`config.mk`:
```
export PLATFORM = sky130hd
export DESIGN_NAME = nibble_serial_adder_ctrl_flat
export DESIGN_NICKNAME = d
export VERILOG_FILES = /design/src/rtl/nibble_serial_adder_ctrl_pkg.sv /design/src/rtl/nibble_serial_adder_ctrl_if.sv /design/src/rtl/nibble_serial_adder_ctrl_fulladd4.sv /design/src/rtl/nibble_serial_adder_ctrl.sv /design/src/flat_wrapper.sv
export SDC_FILE = /design/constraint.sdc
export NUM_CORES = 1
export LEC_CHECK = 0
export ABC_AREA = 0
export BUFFER_PORTS_ARGS = -buffer_cell sky130_fd_sc_hd__buf_2
export CORE_MARGIN = 2
export CORE_UTILIZATION = 40
export CTS_CLUSTER_DIAMETER = 200
export DETAILED_ROUTE_END_ITERATION = 16
export GPL_TIMING_DRIVEN = 0
export PLACE_DENSITY_LB_ADDON = 0.15
export RECOVER_POWER = 50
export SYNTH_ARGS = -nofsm -noshare
export SYNTH_HDL_FRONTEND = slang
export SYNTH_HIERARCHICAL = 1
export SYNTH_SLANG_ARGS = --single-unit
```
`constraint.sdc`:
```
create_clock -name clock -period 1.85 [get_ports clock]
set_input_delay 0.185 -clock clock [delete_from_list [all_inputs] [get_ports clock]]
set_output_delay 0.185 -clock clock [all_outputs]
set_load 0.05 [all_outputs]
```
`src/rtl/nibble_serial_adder_ctrl_pkg.sv`:
```
// Shared types and checks for the nibble-serial adder controller.
// State encoding plus the operand-width legality test.
package nibble_serial_adder_ctrl_pkg;

   typedef enum logic [1:0] {
      IDLE = 2'd0,
      RUN  = 2'd1,
      DONE = 2'd2
   } state_t;

   localparam int NIB_BITS = 4;

   function automatic bit width_ok(input int w);
      return ((w % NIB_BITS) == 0) && (w >= 8);
   endfunction

endpackage

```
`src/rtl/nibble_serial_adder_ctrl_if.sv`:
```
// Operand/result handshake bundle between producer, adder and consumer.
// master = producer/consumer side, slave = the controller.
interface nibble_serial_adder_ctrl_if #(
   parameter int WIDTH = 16
);
   logic             in_valid;
   logic             in_ready;
   logic [WIDTH-1:0] a;
   logic [WIDTH-1:0] b;
   logic             c_in;
   logic             sub;
   logic             out_valid;
   logic             out_ready;
   logic [WIDTH-1:0] sum;
   logic             c_out;
   logic             overflow;

   modport master (
      output in_valid, a, b, c_in, sub, out_ready,
      input  in_ready, out_valid, sum, c_out, overflow
   );

   modport slave (
      input  in_valid, a, b, c_in, sub, out_ready,
      output in_ready, out_valid, sum, c_out, overflow
   );
endinterface

```
`src/rtl/nibble_serial_adder_ctrl_fulladd4.sv`:
```
// 4-bit carry-lookahead adder (fulladd4), the shared nibble datapath.
// All carries are computed directly from generate/propagate terms.
module fulladd4 (
   input  logic [3:0] a,
   input  logic [3:0] b,
   input  logic       c_in,
   output logic [3:0] sum,
   output logic       c_out
);
   logic [3:0] g;
   logic [3:0] p;
   logic [3:0] c;

   assign g = a & b;
   assign p = a ^ b;

   assign c[0] = c_in;
   assign c[1] = g[0] | (p[0] & c_in);
   assign c[2] = g[1] | (p[1] & g[0])
               | (p[1] & p[0] & c_in);
   assign c[3] = g[2] | (p[2] & g[1])
               | (p[2] & p[1] & g[0])
               | (p[2] & p[1] & p[0] & c_in);
   assign c_out = g[3] | (p[3] & g[2])
                | (p[3] & p[2] & g[1])
                | (p[3] & p[2] & p[1] & g[0])
                | (p[3] & p[2] & p[1] & p[0] & c_in);

   assign sum = p ^ c;
endmodule

```
`src/rtl/nibble_serial_adder_ctrl.sv`:
```
// Nibble-serial add/subtract sequencer around one fulladd4.
// LSB nibble first; carry held in a register between passes.
module nibble_serial_adder_ctrl
   import nibble_serial_adder_ctrl_pkg::*;
#(
   parameter int WIDTH = 16
) (
   input logic clock,
   input logic reset,
   nibble_serial_adder_ctrl_if.slave bus
);
   localparam int NIB = WIDTH / 4;
   localparam int IW  = (NIB > 1) ? $clog2(NIB) : 1;
   localparam logic [IW-1:0] LAST = IW'(NIB - 1);

   generate
      if (!width_ok(WIDTH)) begin : g_bad_width
         $error("WIDTH must be a multiple of 4 and at least 8");
      end
   endgenerate

   state_t state;
   state_t state_nx;

   logic [IW-1:0]    idx;
   logic [WIDTH-1:0] a_sh;
   logic [WIDTH-1:0] b_sh;
   logic [WIDTH-1:0] acc;
   logic [WIDTH-1:0] sum_q;
   logic             carry;
   logic             a_msb;
   logic             beff_msb;
   logic             c_out_q;
   logic             ov_q;

   logic [3:0] nib_sum;
   logic       nib_co;
   logic       accept;
   logic       last;
   logic       in_ready_c;
   logic       out_valid_c;

   fulladd4 u_add (
      .a     (a_sh[3:0]),
      .b     (b_sh[3:0]),
      .c_in  (carry),
      .sum   (nib_sum),
      .c_out (nib_co)
   );

   always_ff @(posedge clock or posedge reset) begin
      if (reset) state <= IDLE;
      else       state <= state_nx;
   end

   always_comb begin
      state_nx = state;
      unique case (state)
         IDLE: if (accept) state_nx = RUN;
         RUN:  if (last) state_nx = DONE;
         DONE: begin
            if (accept)             state_nx = RUN;
            else if (bus.out_ready) state_nx = IDLE;
         end
         default: state_nx = IDLE;
      endcase
   end

   // in_ready sees out_ready combinationally so DONE can hand over directly
   always_comb begin
      in_ready_c  = (state == IDLE)
                  | ((state == DONE) & bus.out_ready);
      out_valid_c = (state == DONE);
      accept      = bus.in_valid & in_ready_c;
      last        = (state == RUN) & (idx == LAST);
   end

   always_ff @(posedge clock or posedge reset) begin
      if (reset) begin
         idx      <= '0;
         a_sh     <= '0;
         b_sh     <= '0;
         acc      <= '0;
         sum_q    <= '0;
         carry    <= 1'b0;
         a_msb    <= 1'b0;
         beff_msb <= 1'b0;
         c_out_q  <= 1'b0;
         ov_q     <= 1'b0;
      end else if (accept) begin
         idx      <= '0;
         a_sh     <= bus.a;
         b_sh     <= bus.sub ? ~bus.b : bus.b;
         carry    <= bus.sub ? 1'b1 : bus.c_in;
         a_msb    <= bus.a[WIDTH-1];
         beff_msb <= bus.sub ? ~bus.b[WIDTH-1]
                             : bus.b[WIDTH-1];
      end else if (state == RUN) begin
         a_sh  <= {4'b0, a_sh[WIDTH-1:4]};
         b_sh  <= {4'b0, b_sh[WIDTH-1:4]};
         acc   <= {nib_sum, acc[WIDTH-1:4]};
         carry <= nib_co;
         idx   <= idx + IW'(1);
         if (last) begin
            sum_q   <= {nib_sum, acc[WIDTH-1:4]};
            c_out_q <= nib_co;
            ov_q    <= (a_msb == beff_msb)
                     & (nib_sum[3] != a_msb);
         end
      end
   end

   assign bus.in_ready  = in_ready_c;
   assign bus.out_valid = out_valid_c;
   assign bus.sum       = sum_q;
   assign bus.c_out     = c_out_q;
   assign bus.overflow  = ov_q;
endmodule

```
`src/flat_wrapper.sv`:
```
// flat-port wrapper written by rule: the top's interface ports become plain ports
module nibble_serial_adder_ctrl_flat import nibble_serial_adder_ctrl_pkg::*;
#(
   parameter int WIDTH = 16
)
  (clock, reset, bus_in_valid, bus_a, bus_b, bus_c_in, bus_sub, bus_out_ready, bus_in_ready, bus_out_valid, bus_sum, bus_c_out, bus_overflow);
  nibble_serial_adder_ctrl_if #(.WIDTH(WIDTH)) bus_i ();
  input logic clock;
  input logic reset;
  input wire logic [$bits(bus_i.in_valid)-1:0] bus_in_valid;
  input wire logic [$bits(bus_i.a)-1:0] bus_a;
  input wire logic [$bits(bus_i.b)-1:0] bus_b;
  input wire logic [$bits(bus_i.c_in)-1:0] bus_c_in;
  input wire logic [$bits(bus_i.sub)-1:0] bus_sub;
  input wire logic [$bits(bus_i.out_ready)-1:0] bus_out_ready;
  output wire logic [$bits(bus_i.in_ready)-1:0] bus_in_ready;
  output wire logic [$bits(bus_i.out_valid)-1:0] bus_out_valid;
  output wire logic [$bits(bus_i.sum)-1:0] bus_sum;
  output wire logic [$bits(bus_i.c_out)-1:0] bus_c_out;
  output wire logic [$bits(bus_i.overflow)-1:0] bus_overflow;
  assign bus_i.in_valid = bus_in_valid;
  assign bus_i.a = bus_a;
  assign bus_i.b = bus_b;
  assign bus_i.c_in = bus_c_in;
  assign bus_i.sub = bus_sub;
  assign bus_i.out_ready = bus_out_ready;
  assign bus_in_ready = bus_i.in_ready;
  assign bus_out_valid = bus_i.out_valid;
  assign bus_sum = bus_i.sum;
  assign bus_c_out = bus_i.c_out;
  assign bus_overflow = bus_i.overflow;
  nibble_serial_adder_ctrl #(.WIDTH(WIDTH)) u_core (.clock(clock), .reset(reset), .bus(bus_i));
endmodule
```
==> results.md, run 1 <==
* Status: finished, final reports clean
* CP cell instances: ha_4, a21o_1, a31o_1, xor2_2, buf_4, mux2_2
* CP Launch Type: register
* First DRT Iteration DRCs at 90
* Wire per inst at 14.59 µm
* Initial Utilization at 41.38%
* Leakage at between 0.0015 and 0.002 µW
* Skew final at 0.008160 ns
* FILL cells at 772
* Worst path required time at 2.07 ns
* # diodes at 0
* Total wire length at around 6900 µm
* Syn Inst Count at 298
* Worst setup EP type: register
* Relative slew slack at about a third
* Worst-Skew Late Latency at 0.34 ns
* Vias after detailed routing at 2342
* Worst r2r dst: u_core/bus.sum[15]
* Worst reg-to-reg path cell count at 6
* FMAX at 563.2 MHz
* Hold crit path type: input pin to register
* Max-Cap Viols at 0
* Worst Max-Slew Pin Slew at 0.9774 ns
* I/O Buffers at 56
* Avg Cell Area, Syn at 10.79 µm²
* DP Worst Slack at -0.1555 ns
* Drt drc at 0
* Flop2flop setup slack at 0.07 ns
* Total Nets Final at 414
* I/O pins at 58
* Core ar. at between 7000 and 8000 µm²
* Critical Path Stages at 6
* Max stage delay on crit path at 0.44 ns
* Cell Rows at 32
* Die height at 93.64 µm
* CTS buffer count at 9
* Hold Slack at 0.06361 ns
* Grt total ovfl at 0
* Htree depth at 3
* CP startpoint: u_core/a_sh[2]
* Vias in the first global route at 2336
* Placer Congestion at 0.7807
* Post-DRT Antenna Nets at 0
* Post-DP HPWL at 4981 µm
* Clock Path Buffers at 2
* Slack of the critical path at 0.07435 ns
* Clk slew on worst S/H paths at about 0.07 ns
* Final Max Tran Viols at 0
* Setup TNS at 0 ns
* Share of layout cells above drive strength 1 at 24.93%
* Worst vdd ir at 0.0005370 V
* Vias per cell at 4.931
* DRT Pass-1 Iters at 4
* GRT Total Usage at between 10% and 20%
* CTS tree: built
* Die width at approximately 94 µm
* CP Max Fanout at 3
* Reg2reg start: u_core/a_sh[2]
* Setup CP Type: register to register
* Final period util at 95.98%
* Syn nets at 342
* Initial antenna violation count at 0
* RSZ-0062 raised after global routing: true
* #FFs+latches synth at 69
* Area grow syn2layout at 19.38%
* Post-placement cell count at 458
* Power per cell area at approximately 1800 nW/µm²
* Final Hold Viols at 0
* Minimum clock period at 1.776 ns
* Clk root buf: clkbuf_8
* Die ar. at 8768 µm²
* Yosys warnings at 6
* Cell Count, Final, Fillers Out at 475
* Slowest cell on crit path: dfrtp_1
* Sink Count at a little under 70
* Sequential area share after synthesis at 53.72%
* Pwr Total at 7019 µW
* Delay-heaviest family, CP: flip-flops
* Buf/Inv on CP at 1
* Mapped Area at 3214 µm²
* Finish-stage setup viols at 0
* Data arrival, critical path at 1.99 ns
* Largest net degree at the start of global routing at 29
* Worst setup path end: u_core/bus.sum[15]
* Count of different cell masters after synthesis at 27
* First-pass GRT wire length at about 12000 µm
==> Yosys cell counts <==
library cell,number,area (µm²)
ha_1,5,62.56
o21ai_0,18,90.09
a31o_1,1,8.760
mux2_2,18,202.7
fa_1,1,20.02
mux2i_1,23,230.2
dfrtp_1,69,1727
clkbuf_1,5,18.77
nand2_1,47,176.4
and2_1,4,25.02
a21o_1,3,22.52
nand3b_1,1,7.510
inv_1,7,26.28
and3b_1,1,8.760
buf_6,2,22.52
nor2_1,3,11.26
nor2b_1,3,18.77
xor2_1,17,148.9
a22o_1,1,8.760
a21oi_1,4,20.02
o21ai_1,14,70.07
buf_4,1,7.510
xnor2_1,3,26.28
nand3_1,28,140.1
nand2b_1,3,18.77
buf_2,13,65.06
a221o_1,3,30.03
==> repair_timing <==
action | 4_1_cts | 5_1_grt
buffers inserted | 2 | 0
endpoints found under the setup margin | 2 | 3
pin swaps | 3 | 1
hold buffers | 1 | 0
endpoints found under the hold margin | 19 | 0
resized for setup | 4 | 4
==> state kept, by name, summed over array words and instances, names as in the netlist <==
signal,count
u_core/carry,1
u_core/b_sh,16
u_core/a_sh,16
u_core/state,2
u_core/idx,2
u_core/acc,12
u_core/bus.c_out,1
u_core/bus.sum,16
u_core/bus.overflow,1
u_core/beff_msb,1
u_core/a_msb,1
==> through the flow <==
stage | util [%] | area, µm²
after floorplan | - | 3218
after global placement | 46.68 | 3626
after detailed placement | 47.29 | 3674
after CTS | 49.81 | 3869
after global routing | 49.40 | 3837
final | 49.40 | 3837
==> final cells by class <==
class / count / area, µm² / area share (%)
clock buffer: 11 / 131.4 / 3.424
clock inverter: 3 / 15.01 / 0.3913
inverter: 7 / 27.53 / 0.7173
sequential: 69 / 1727 / 45.00
buffer: 21 / 117.6 / 3.065
timing repair buffer: 61 / 320.3 / 8.347
tap: 102 / 127.6 / 3.326
multi-input combinational: 201 / 1371 / 35.74
==> power breakdown <==
| part | total (µW) | leakage [µW] | switching (µW) | internal (µW) |
|---|---|---|---|---|
| Clock | 981 | 0.0000788 | 516 | 465 |
| Combinational | 3430 | 0.000951 | 2110 | 1320 |
| Sequential | 2610 | 0.000874 | 420 | 2190 |
==> cells by family after synthesis <==
logic type               synth area share [%]
multiplexers                            13.47
AO/OA/AOI/OAI                           7.785
flip-flops                              53.72
adder cells (fa/ha/maj)                 2.569
buffers and inverters                   4.360
AND/OR/NAND/NOR                         12.65
XOR/XNOR                                5.450
==> worst register-to-register path, delay by kind of cell, from the launching register on <==
kind | cells | cell delay, ns
flip-flops | 1 | 0.44
XOR/XNOR | 1 | 0.16
buffers and inverters | 1 | 0.15
adder cells (fa/ha/maj) | 1 | 0.28
multiplexers | 1 | 0.25
AO/OA/AOI/OAI | 2 | 0.38
==> cells in the final DEF (no fill, tap or decap), types with 4 or more instances in the layout <==
master	n
clkbuf_8	9
buf_4	5
mux2i_1	23
buf_2	50
clkbuf_1	24
nand2_1	47
mux2_2	18
nand3_1	28
inv_1	6
o21ai_0	17
xor2_1	16
and2_1	4
o21ai_1	15
dfrtp_1	69
ha_1	4
==> per-layer routing <==
metal	vias up	routed length (µm)	GRT usage, %
li1	1151	-	-
met1	1132	3259	22.84
met2	50	3313	28.18
met3	9	241	3.304
met4	0	112	7.246
met5	-	0	0
==> worst min path at each step <==
stage / from / end / cells past startpoint
2_1_floorplan: bus_out_ready / u_core/state[1] / 1
3_5_place_dp: reset / u_core/bus.sum[8] / 2
4_1_cts: bus_out_ready / u_core/state[1] / 2
6_report: bus_out_ready / u_core/state[1] / 2
3_3_place_gp: bus_out_ready / u_core/state[1] / 2
5_1_grt: bus_out_ready / u_core/state[1] / 2
Power figures use the tool's default switching activity.
==> run 2, diff against run 1 <==
--- a/config.mk
+++ b/config.mk
@@ -9,5 +9,5 @@
 export BUFFER_PORTS_ARGS = -buffer_cell sky130_fd_sc_hd__buf_2
 export CORE_MARGIN = 2
-export CORE_UTILIZATION = 40
+export CORE_UTILIZATION = 35
 export CTS_CLUSTER_DIAMETER = 200
 export DETAILED_ROUTE_END_ITERATION = 16
==> constraint.sdc (replaced) <==
create_clock -name clock -period 1.85 [get_ports clock]
set_input_delay 0.0925 -clock clock [delete_from_list [all_inputs] [get_ports clock]]
set_output_delay 0.0925 -clock clock [all_outputs]
set_load 0.05 [all_outputs]
==> results.md, run 2 (synthesis gave the netlist of run 1 again) <==
* Initial Utilization at 36.50%
* CTS buffer count at 9
* Final Max Tran Viols at 0
* CTS tree: built
* Worst-Skew Late Latency at 0.34 ns
* Die width at around 100 µm
* CP Max Fanout at 3
* Status: finished, final reports clean
* Worst path required time at 2.07 ns
* Max-Cap Viols at 0
* Share of layout cells above drive strength 1 at 25.06%
* Hold Slack at about 0.015 ns
* Finish-stage setup viols at 0
* Worst setup EP type: register
* Skew final at 0.01228 ns
* Placer Congestion at 0.7688
* Total Nets Final at 430
* Worst Max-Slew Pin Slew at approximately 1.2 ns
* Power per cell area at between 1500 and 2000 nW/µm²
* Minimum clock period at 1.829 ns
* Initial antenna violation count at 0
* Clock Path Buffers at 2
* Sink Count at 69
* Drt drc at 0
* Slack of the critical path at between 0.02 and 0.025 ns
* Clk root buf: clkbuf_8
* I/O Buffers at 56
* First DRT Iteration DRCs at 42
* Area grow syn2layout at 25.61%
* Data arrival, critical path at roughly 2.1 ns
* Flop2flop setup slack at between 0.02 and 0.025 ns
* Delay-heaviest family, CP: compound AO/OA/AOI/OAI gates
* Most frequent cells in the layout: 69 x dfrtp_1, 51 x buf_2, 46 x nand2_1
* Setup CP Type: register to register
* Cell Count, Final, Fillers Out at 499
* DRT Pass-1 Iters at 5
* # diodes at 0
* CP cell instances: ha_4, a21o_1, a31o_1, xor2_2, and3b_1, a21oi_2, o21ai_1
* First-pass GRT wire length at 11740 µm
* Cell Rows at 34
* Leakage at 0.001979 µW
* Post-DP Area at 3632 µm²
* Final Hold Viols at 0
* GRT Total Usage at 15.20%
* FMAX at ~550 MHz
* Vias in the first global route at about 2400
* Post-placement cell count at 462
* Core ar. at 8806 µm²
* Relative slew slack at between 20% and 30%
* Slowest cell on crit path: dfrtp_1
* CP Launch Type: register
* I/O pins at 58
* Post-DP HPWL at 4885 µm
* Buf/Inv on CP at 0
* RSZ-0062 raised after global routing: true
* Max stage delay on crit path at 0.44 ns
* Final period util at 98.86%
* DP Worst Slack at -0.1385 ns
* Vias after detailed routing at roughly 2400
* Final instance area at 4038 µm²
* Hold crit path type: input pin to register
* Wire per inst at 14.38 µm
* Die ar. at roughly 10000 µm²
* Grt total ovfl at 0
* Post-DRT Antenna Nets at 0
* Largest net degree at the start of global routing at 70
* Vias per cell at between 4 and 5
* Die height at 99.83 µm
* Total wire length at 7176 µm
* Most common cell after layout, fill and taps aside: dfrtp_1
* Clk slew on worst S/H paths at 0.08 ns
* Htree depth at 3
* Worst vdd ir at 0.0005052 V
run 2: metal layers:
metal / share of wire [%] / GRT usage (%)
met2: 46 / 23.65
met3: 4.0 / 3.760
met4: 2.0 / 5.163
met1: 48 / 20.87
met5: 0 / 0
run 2: per-stage QoR:
stage | TNS (ns) | power (µW) | util (%)
after floorplan | 0 | 5159 | -
after detailed placement | -0.1385 | 6001 | 41.25
after global placement | -62.84 | 5931 | 41.22
after CTS | -0.06893 | 7299 | 45.54
final | 0 | 7376 | 45.85
after global routing | -0.07903 | 7952 | 45.85
run 2: final cells by class:
type,instances,area (µm²)
plain buffers,21,115.1
clock buffers,9,123.9
clock inverters,7,75.07
fillers,867,4768
inverters,7,27.53
multi-input cells,201,1374
flip-flops and latches,69,1727
well taps,108,135.1
repair buffers,77,460.4
run 2: final timing paths:
path | from | endpoint | cells past startpoint
worst max-delay path | u_core/a_sh[2] | u_core/bus.overflow | 7
worst min-delay path | bus_c_in | u_core/carry | 3
worst max register to register | u_core/a_sh[2] | u_core/bus.overflow | 7
worst min register to register | u_core/acc[4] | u_core/acc[4] | 2
max in group asynchronous | reset | u_core/carry | 3
min in group asynchronous | reset | u_core/acc[6] | 3
run 2: report_power, final:
| group | total (µW) | internal (µW) | switching (µW) |
|---|---|---|---|
| Clock | 1230 | 626 | 602 |
| Combinational | 3540 | 1400 | 2140 |
| Sequential | 2610 | 2190 | 421 |
| Total | 7380 | 4210 | 3170 |
run 2: worst register-to-register path: stages (launching register included):
cell and delay [ns]:
dfrtp_1 0.44, ha_4 0.28, a21o_1 0.18, a31o_1 0.23, xor2_2 0.22, and3b_1 0.21
a21oi_2 0.09, o21ai_1 0.06
run 2: repair_timing:
item / in CTS / in global routing
endpoints found under the setup margin: 2 / 2
buffers inserted: 0 / 4
gates resized for setup: 2 / 6
pin swaps: 0 / 4
endpoints found under the hold margin: 85 / 0
hold buffers: 17 / 0
